--- src/rtl/cpe_lsu_if.sv ---
// Core-side request/response and data-memory strobe/ack signals of the load/store unit.
interface cpe_lsu_if;
    logic        req_w_i_h;
    logic        we_w_i_h;
    logic [2:0]  funct_3_w_i;
    logic [31:0] addr_w_i;
    logic [31:0] wr_data_w_i;
    logic        ready_w_o_h;
    logic        done_w_o_h;
    logic [31:0] rd_data_w_o;
    logic        misalign_w_o_h;
    logic        bus_err_w_o_h;
    logic [31:0] mem_addr_w_o;
    logic [31:0] mem_data_in_w_o;
    logic [3:0]  mem_byte_en_w_o;
    logic        mem_rd_w_o_h;
    logic        mem_wr_w_o_h;
    logic        mem_ack_w_i_h;
    logic [31:0] mem_data_w_i;

    // master: core plus memory (drives requests and acks); slave: the LSU
    modport master (
        output req_w_i_h, we_w_i_h, funct_3_w_i, addr_w_i, wr_data_w_i,
        output mem_ack_w_i_h, mem_data_w_i,
        input  ready_w_o_h, done_w_o_h, rd_data_w_o, misalign_w_o_h, bus_err_w_o_h,
        input  mem_addr_w_o, mem_data_in_w_o, mem_byte_en_w_o, mem_rd_w_o_h, mem_wr_w_o_h
    );
    modport slave (
        input  req_w_i_h, we_w_i_h, funct_3_w_i, addr_w_i, wr_data_w_i,
        input  mem_ack_w_i_h, mem_data_w_i,
        output ready_w_o_h, done_w_o_h, rd_data_w_o, misalign_w_o_h, bus_err_w_o_h,
        output mem_addr_w_o, mem_data_in_w_o, mem_byte_en_w_o, mem_rd_w_o_h, mem_wr_w_o_h
    );
endinterface

--- src/rtl/cpe_lsu.sv ---
// RV32I load/store unit: lane setup, alignment check, strobe/ack bus cycle with
// timeout, and sign/zero extension of load data.
module cpe_lsu #(
    parameter int unsigned TIMEOUT = 255
) (
    input  logic         clk_w_i,
    input  logic         res_w_i_h,
    cpe_lsu_if.slave     bus
);
    typedef enum logic [1:0] {IDLE, ACCESS, RESP} state_t;

    state_t      r_state;
    state_t      w_state_next;
    logic        r_we;
    logic [2:0]  r_funct;
    logic [1:0]  r_off;
    logic [31:0] r_mem_addr;
    logic [31:0] r_mem_data;
    logic [3:0]  r_byte_en;
    logic [7:0]  r_cnt;
    logic [31:0] r_rd_data;
    logic        r_misalign;
    logic        r_bus_err;

    logic        w_bad;
    logic [3:0]  w_en;
    logic [31:0] w_din;
    logic        w_timeout;
    logic [31:0] w_load;
    logic [15:0] w_half;
    logic [7:0]  w_byte [4];

    // Request decode straight from the core inputs; only used on the accept cycle
    always_comb begin
        w_bad = 1'b0;
        w_en  = 4'b0001 << bus.addr_w_i[1:0];
        w_din = {4{bus.wr_data_w_i[7:0]}};
        case (bus.funct_3_w_i)
            3'b000: ;
            3'b100: w_bad = bus.we_w_i_h;
            3'b001, 3'b101: begin
                w_bad = bus.addr_w_i[0] | (bus.we_w_i_h & bus.funct_3_w_i[2]);
                w_en  = bus.addr_w_i[1] ? 4'b1100 : 4'b0011;
                w_din = {2{bus.wr_data_w_i[15:0]}};
            end
            3'b010: begin
                w_bad = |bus.addr_w_i[1:0];
                w_en  = 4'b1111;
                w_din = bus.wr_data_w_i;
            end
            default: w_bad = 1'b1;
        endcase
    end

    generate
        for (genvar gi = 0; gi < 4; gi++) begin : g_lane
            assign w_byte[gi] = bus.mem_data_w_i[8*gi +: 8];
        end
    endgenerate

    assign w_half = r_off[1] ? {w_byte[3], w_byte[2]} : {w_byte[1], w_byte[0]};

    always_comb begin
        w_load = 32'd0;
        case (r_funct)
            3'b000:  w_load = {{24{w_byte[r_off][7]}}, w_byte[r_off]};
            3'b100:  w_load = {24'd0, w_byte[r_off]};
            3'b001:  w_load = {{16{w_half[15]}}, w_half};
            3'b101:  w_load = {16'd0, w_half};
            3'b010:  w_load = bus.mem_data_w_i;
            default: w_load = 32'd0;
        endcase
    end

    // Counter counts ACCESS cycles already spent without ack
    assign w_timeout = ({1'b0, r_cnt} + 9'd1) == 9'(TIMEOUT);

    always_comb begin
        w_state_next = r_state;
        case (r_state)
            IDLE:    if (bus.req_w_i_h) w_state_next = w_bad ? RESP : ACCESS;
            ACCESS:  if (bus.mem_ack_w_i_h || w_timeout) w_state_next = RESP;
            RESP:    w_state_next = IDLE;
            default: w_state_next = IDLE;
        endcase
    end

    always_ff @(posedge clk_w_i) begin
        if (res_w_i_h) begin
            r_state    <= IDLE;
            r_we       <= 1'b0;
            r_funct    <= 3'd0;
            r_off      <= 2'd0;
            r_mem_addr <= 32'd0;
            r_mem_data <= 32'd0;
            r_byte_en  <= 4'd0;
            r_cnt      <= 8'd0;
            r_rd_data  <= 32'd0;
            r_misalign <= 1'b0;
            r_bus_err  <= 1'b0;
        end else begin
            r_state <= w_state_next;
            case (r_state)
                IDLE: if (bus.req_w_i_h) begin
                    r_we       <= bus.we_w_i_h;
                    r_funct    <= bus.funct_3_w_i;
                    r_off      <= bus.addr_w_i[1:0];
                    r_misalign <= w_bad;
                    r_bus_err  <= 1'b0;
                    if (w_bad) begin
                        r_rd_data <= 32'd0;
                    end else begin
                        r_mem_addr <= {bus.addr_w_i[31:2], 2'b00};
                        r_mem_data <= w_din;
                        r_byte_en  <= w_en;
                    end
                end
                ACCESS: begin
                    if (bus.mem_ack_w_i_h) begin
                        r_rd_data <= r_we ? 32'd0 : w_load;
                    end else if (w_timeout) begin
                        r_bus_err <= 1'b1;
                        r_rd_data <= 32'd0;
                    end else begin
                        r_cnt <= r_cnt + 8'd1;
                    end
                end
                RESP: begin
                    r_cnt      <= 8'd0;
                    r_misalign <= 1'b0;
                    r_bus_err  <= 1'b0;
                end
                default: ;
            endcase
        end
    end

    assign bus.ready_w_o_h     = (r_state == IDLE);
    assign bus.done_w_o_h      = (r_state == RESP);
    assign bus.rd_data_w_o     = r_rd_data;
    assign bus.misalign_w_o_h  = r_misalign;
    assign bus.bus_err_w_o_h   = r_bus_err;
    assign bus.mem_addr_w_o    = r_mem_addr;
    assign bus.mem_data_in_w_o = r_mem_data;
    assign bus.mem_byte_en_w_o = r_byte_en;
    assign bus.mem_rd_w_o_h    = (r_state == ACCESS) && !r_we;
    assign bus.mem_wr_w_o_h    = (r_state == ACCESS) && r_we;
endmodule
--- src/flat_wrapper.sv ---
// flat-port wrapper written by rule: the top's interface ports become plain ports
module cpe_lsu_flat 
#(
    parameter int unsigned TIMEOUT = 255
)
  (clk_w_i, res_w_i_h, bus_req_w_i_h, bus_we_w_i_h, bus_funct_3_w_i, bus_addr_w_i, bus_wr_data_w_i, bus_mem_ack_w_i_h, bus_mem_data_w_i, bus_ready_w_o_h, bus_done_w_o_h, bus_rd_data_w_o, bus_misalign_w_o_h, bus_bus_err_w_o_h, bus_mem_addr_w_o, bus_mem_data_in_w_o, bus_mem_byte_en_w_o, bus_mem_rd_w_o_h, bus_mem_wr_w_o_h);
  cpe_lsu_if bus_i ();
  input  logic clk_w_i;
  input  logic res_w_i_h;
  input wire logic [$bits(bus_i.req_w_i_h)-1:0] bus_req_w_i_h;
  input wire logic [$bits(bus_i.we_w_i_h)-1:0] bus_we_w_i_h;
  input wire logic [$bits(bus_i.funct_3_w_i)-1:0] bus_funct_3_w_i;
  input wire logic [$bits(bus_i.addr_w_i)-1:0] bus_addr_w_i;
  input wire logic [$bits(bus_i.wr_data_w_i)-1:0] bus_wr_data_w_i;
  input wire logic [$bits(bus_i.mem_ack_w_i_h)-1:0] bus_mem_ack_w_i_h;
  input wire logic [$bits(bus_i.mem_data_w_i)-1:0] bus_mem_data_w_i;
  output wire logic [$bits(bus_i.ready_w_o_h)-1:0] bus_ready_w_o_h;
  output wire logic [$bits(bus_i.done_w_o_h)-1:0] bus_done_w_o_h;
  output wire logic [$bits(bus_i.rd_data_w_o)-1:0] bus_rd_data_w_o;
  output wire logic [$bits(bus_i.misalign_w_o_h)-1:0] bus_misalign_w_o_h;
  output wire logic [$bits(bus_i.bus_err_w_o_h)-1:0] bus_bus_err_w_o_h;
  output wire logic [$bits(bus_i.mem_addr_w_o)-1:0] bus_mem_addr_w_o;
  output wire logic [$bits(bus_i.mem_data_in_w_o)-1:0] bus_mem_data_in_w_o;
  output wire logic [$bits(bus_i.mem_byte_en_w_o)-1:0] bus_mem_byte_en_w_o;
  output wire logic [$bits(bus_i.mem_rd_w_o_h)-1:0] bus_mem_rd_w_o_h;
  output wire logic [$bits(bus_i.mem_wr_w_o_h)-1:0] bus_mem_wr_w_o_h;
  assign bus_i.req_w_i_h = bus_req_w_i_h;
  assign bus_i.we_w_i_h = bus_we_w_i_h;
  assign bus_i.funct_3_w_i = bus_funct_3_w_i;
  assign bus_i.addr_w_i = bus_addr_w_i;
  assign bus_i.wr_data_w_i = bus_wr_data_w_i;
  assign bus_i.mem_ack_w_i_h = bus_mem_ack_w_i_h;
  assign bus_i.mem_data_w_i = bus_mem_data_w_i;
  assign bus_ready_w_o_h = bus_i.ready_w_o_h;
  assign bus_done_w_o_h = bus_i.done_w_o_h;
  assign bus_rd_data_w_o = bus_i.rd_data_w_o;
  assign bus_misalign_w_o_h = bus_i.misalign_w_o_h;
  assign bus_bus_err_w_o_h = bus_i.bus_err_w_o_h;
  assign bus_mem_addr_w_o = bus_i.mem_addr_w_o;
  assign bus_mem_data_in_w_o = bus_i.mem_data_in_w_o;
  assign bus_mem_byte_en_w_o = bus_i.mem_byte_en_w_o;
  assign bus_mem_rd_w_o_h = bus_i.mem_rd_w_o_h;
  assign bus_mem_wr_w_o_h = bus_i.mem_wr_w_o_h;
  cpe_lsu #(.TIMEOUT(TIMEOUT)) u_core (.clk_w_i(clk_w_i), .res_w_i_h(res_w_i_h), .bus(bus_i));
endmodule
--- config.mk ---
export PLATFORM = sky130hd
export DESIGN_NAME = cpe_lsu_flat
export DESIGN_NICKNAME = d
export VERILOG_FILES = /design/src/rtl/cpe_lsu_if.sv /design/src/rtl/cpe_lsu.sv /design/src/flat_wrapper.sv
export SDC_FILE = /design/constraint.sdc
export NUM_CORES = 1
export LEC_CHECK = 0
export CAP_MARGIN = 5
export CORE_AREA = 5 5 120 122
export DETAILED_ROUTE_END_ITERATION = 8
export DIE_AREA = 0 0 125 127
export PLACE_DENSITY_LB_ADDON = 0.12
export SLEW_MARGIN = 20
export SYNTH_ARGS = -nofsm -noshare
export SYNTH_HDL_FRONTEND = slang
export SYNTH_SLANG_ARGS = --single-unit
--- constraint.sdc ---
create_clock -name clk_w_i -period 3.35 [get_ports clk_w_i]
set_input_delay 0.335 -clock clk_w_i [delete_from_list [all_inputs] [get_ports clk_w_i]]
set_output_delay 0.335 -clock clk_w_i [all_outputs]
set_load 0.01 [all_outputs]
==> results.cfg <==
[finish]
final.fill_count = 1178
register_area_um2 = 2320
layout-drive-gt1-share_pct = 7.01
stdcell_count = 989
multi_input_area_um2 = 2610
nNetsFinal = 907
synthToLayoutAreaGrowth_pct = 54.0
diodes = 0

[worst_setup_path]
r2r_slack_ns = 1.13
rr_endpoint = u_core.bus.rd_data_w_o[18]$_SDFFE_PP0P_
crit_required_ns = 3.70
timing.rr.start = u_core.r_off[1]$_SDFFE_PP0P_
slowest_stage = or4_1
critPathCaptureType = register
ff2ff_path_depth = 5
arrival_ns = 2.58
slowest_delay_ns = 0.66
critPathLaunchType = primary input
critPathKind = in -> reg
crit_chain = clkdlybuf4s50_1 -> or4_1 -> a31oi_1 -> nor2_1 -> a21oi_2 -> buf_4 -> a22o_1
crit_fanout = 32

[sta]
slew_headroom_pct = 39.2
tightest_slew_ns = 0.910
setup_viol = 0
slew_viol_final = 0
final.period_utilization_pct = 66.6
rsz0062_at_grt = false
period_needed_ns = 2.23
timing.fmax_mhz = 448
worst_clock_skew_ns = 0.00549
whs_ns = 0.451
hold_viol = 0
setup_tns_ns = 0

[logic_synthesis]
synth_edf_count = 0
synth_top_area_share_pct = 45.2
ys_types = 47
synth_area_leaders = dfxtp_1 45%, nand2_1 9.3%, a21oi_1 5.9%
yosysSeqAreaShare_pct = 45.2
yosys.area.top_type = dfxtp_1
synthesis.area_um2 = 5140
synthCells = 614
synth_seq_cells = 116
yosysWarnings = 0
synthArstFlopShare_pct = 0
avgSynthCellArea_um2 = 8.37
synthFlopType = dfxtp_1

[hold_path]
min_from = u_core.bus.mem_addr_w_o[13]$_SDFFE_PP0P_
hold_class = reg -> reg
min_to = u_core.bus.mem_addr_w_o[13]$_SDFFE_PP0P_
whs_path_depth = 2

[placed_design]
port_buffers = 207
gp_congestion = 0.865
dp_hpwl_um = 12000
placed_cells = 958

[clock_tree]
clk_pin_slew_ns = 0.05
htree_levels = 4
cts-buffers-inserted = 17
clock-sinks = 116
clockRootBuffer = clkbuf_16
cts_tree = done
worst_skew_pair.late_latency_ns = 0.40
cts_setup_buffers = 0
clockBufferDepth = 2
cts_resized = 0
hold_buffers = 0

[detailed_routing]
drtIter0Drc = 256
firstDrtPassIters = 6
ant_nets = 0
drc_errors = 0
wl_um = 16200
vias = 5138
wire_per_inst_um = 16.4
vias_per_cell = 5.20

[floorplanning]
io-pin-count = 210
die_h_um = 127
dieArea_um2 = 15900
core_um2 = 13100
num_rows = 42
die_width_um = 125
start_util_pct = 39.3

[job]
maxCapViolations = 0

[global_route]
overflow = 0
antenna_found_initial = 0
grt_max_degree = 95
grt.total_usage_pct = 20.0
grt_pass1_wl_um = 26000
grt_pass1_vias = 5227

[power]
leakagePower_nw = 2.82
irDropWorstVdd_uv = 337
power_density_nw_per_um2 = 494

[status]
status = finished clean
[report_power, final]
group	internal [mW]	total (mW)	switching [mW]	leakage [nW]
clock	1.22	1.82	0.607	0.294
combinational	0.314	0.605	0.291	1.58
sequential	1.44	1.48	0.0424	0.942
total	2.97	3.91	0.940	2.82
[metal layers]
metal | global-route usage [%] | routed length (um) | part of all wire, % | vias up
li1 | - | - | - | 2575
met1 | 22.8 | 6590 | 41 | 2383
met2 | 34.7 | 8260 | 51 | 160
met3 | 7.30 | 1120 | 6.9 | 20
met4 | 7.08 | 276 | 1.7 | 0
met5 | 0 | 0 | 0 | -
[worst max-delay path, delay by kind of cell]
family	cells	cell delay, ns
compound gates	3	0.55
buf+inv	2	0.94
simple gates	2	0.74
[through the flow]
| stage | area, um2 | setup WS [ns] | util, % | power (mW) |
|---|---|---|---|---|
| finish | 7920 | 1.12 | 60.5 | 3.91 |
| global route | 7920 | 0.925 | 60.5 | 4.08 |
| CTS | 7920 | 1.14 | 60.5 | 3.95 |
| detailed placement | 7310 | 0.703 | 55.9 | 2.12 |
| global placement | 7310 | 0.768 | 55.9 | 2.11 |
| floorplan | 5140 | 1.33 | - | 1.80 |
[state kept, by name, indices dropped and copies added (netlist names)]
signal and cells:
u_core.r_we 1, u_core.bus.mem_data_in_w_o 32, u_core.bus.mem_byte_en_w_o 4, u_core.r_off 2
u_core.bus.rd_data_w_o 32, u_core.bus.bus_err_w_o_h 1, u_core.r_cnt 8, u_core.bus.mem_addr_w_o 30
u_core.r_state 2, u_core.r_funct 3, u_core.bus.misalign_w_o_h 1
[logic make-up after synthesis]
family / after synthesis / synth area share, %
fa+ha+maj: 2 / 0.487
xor+xnor: 2 / 0.341
buf+inv: 53 / 4.43
other cells: 1 / 0.0729
mux: 27 / 5.72
compound gates: 172 / 23.2
simple gates: 241 / 20.6
flops: 116 / 45.2
[cells in the final DEF, fill, tap and decap left out, drive strengths merged, types with 2 or more instances in the layout]
cell type / netlist / routed
a211oi: 9 / 9
a21o: 2 / 2
a21oi: 63 / 63
a222oi: 7 / 7
a22o: 16 / 16
a311oi: 11 / 11
a31oi: 11 / 11
and2: 3 / 3
and3: 3 / 3
buf: 21 / 11
bufinv: 0 / 3
clkbuf: 29 / 21
clkdlybuf4s50: 0 / 206
clkinv: 0 / 5
clkinvlp: 0 / 2
conb: 1 / 2
dfxtp: 116 / 116
ha: 2 / 2
inv: 3 / 3
mux2: 9 / 9
mux2i: 17 / 17
nand2: 128 / 128
nand2b: 10 / 10
nand3: 30 / 30
nand3b: 2 / 2
nand4b: 2 / 2
nor2: 41 / 41
nor2b: 3 / 3
o211ai: 17 / 17
o21ai: 15 / 15
o2bb2ai: 16 / 16
or3: 13 / 13
[synthesized netlist by cell type (2+ instances only)]
cell / n
mux2_2: 8
nand3b_1: 2
nor2_1: 41
buf_4: 2
a31oi_1: 11
buf_2: 17
clkbuf_1: 29
a222oi_1: 7
o2bb2ai_1: 16
nand4b_1: 2
mux2i_1: 17
nor2b_1: 3
a21oi_2: 2
nand3_1: 30
o211ai_1: 17
nand2b_1: 10
a21o_1: 2
a311oi_1: 11
and2_1: 3
inv_1: 3
a21oi_1: 61
a22o_1: 16
o21ai_0: 15
ha_1: 2
and3_1: 3
or3_1: 13
buf_1: 2
nand2_1: 128
a211oi_1: 8
dfxtp_1: 116
[final cells by class]
cell class,count,share of cell area (%)
Multi-Input combinational cell,446,32.9
Sequential cell,116,29.3
Timing Repair Buffer,217,27.2
Clock buffer,21,5.94
Tap cell,176,2.78
Clock inverter,10,1.64
Inverter,3,0.142
[worst max path at each step]
stage                                      start                                         end  slack (ns)
floorplan           u_core.r_cnt[0]$_SDFFE_PP0P_     u_core.bus.rd_data_w_o[16]$_SDFFE_PP0P_        1.33
global placement              bus_funct_3_w_i[2]     u_core.bus.rd_data_w_o[19]$_SDFFE_PP0P_        0.77
detailed placement            bus_funct_3_w_i[2]     u_core.bus.rd_data_w_o[20]$_SDFFE_PP0P_        0.70
CTS                           bus_funct_3_w_i[2]     u_core.bus.rd_data_w_o[20]$_SDFFE_PP0P_        1.14
global route                  bus_funct_3_w_i[2]  u_core.bus.mem_byte_en_w_o[1]$_SDFFE_PP0P_        0.93
finish                        bus_funct_3_w_i[2]     u_core.bus.rd_data_w_o[20]$_SDFFE_PP0P_        1.12
Note: power is estimated with default switching activity, not from simulation.
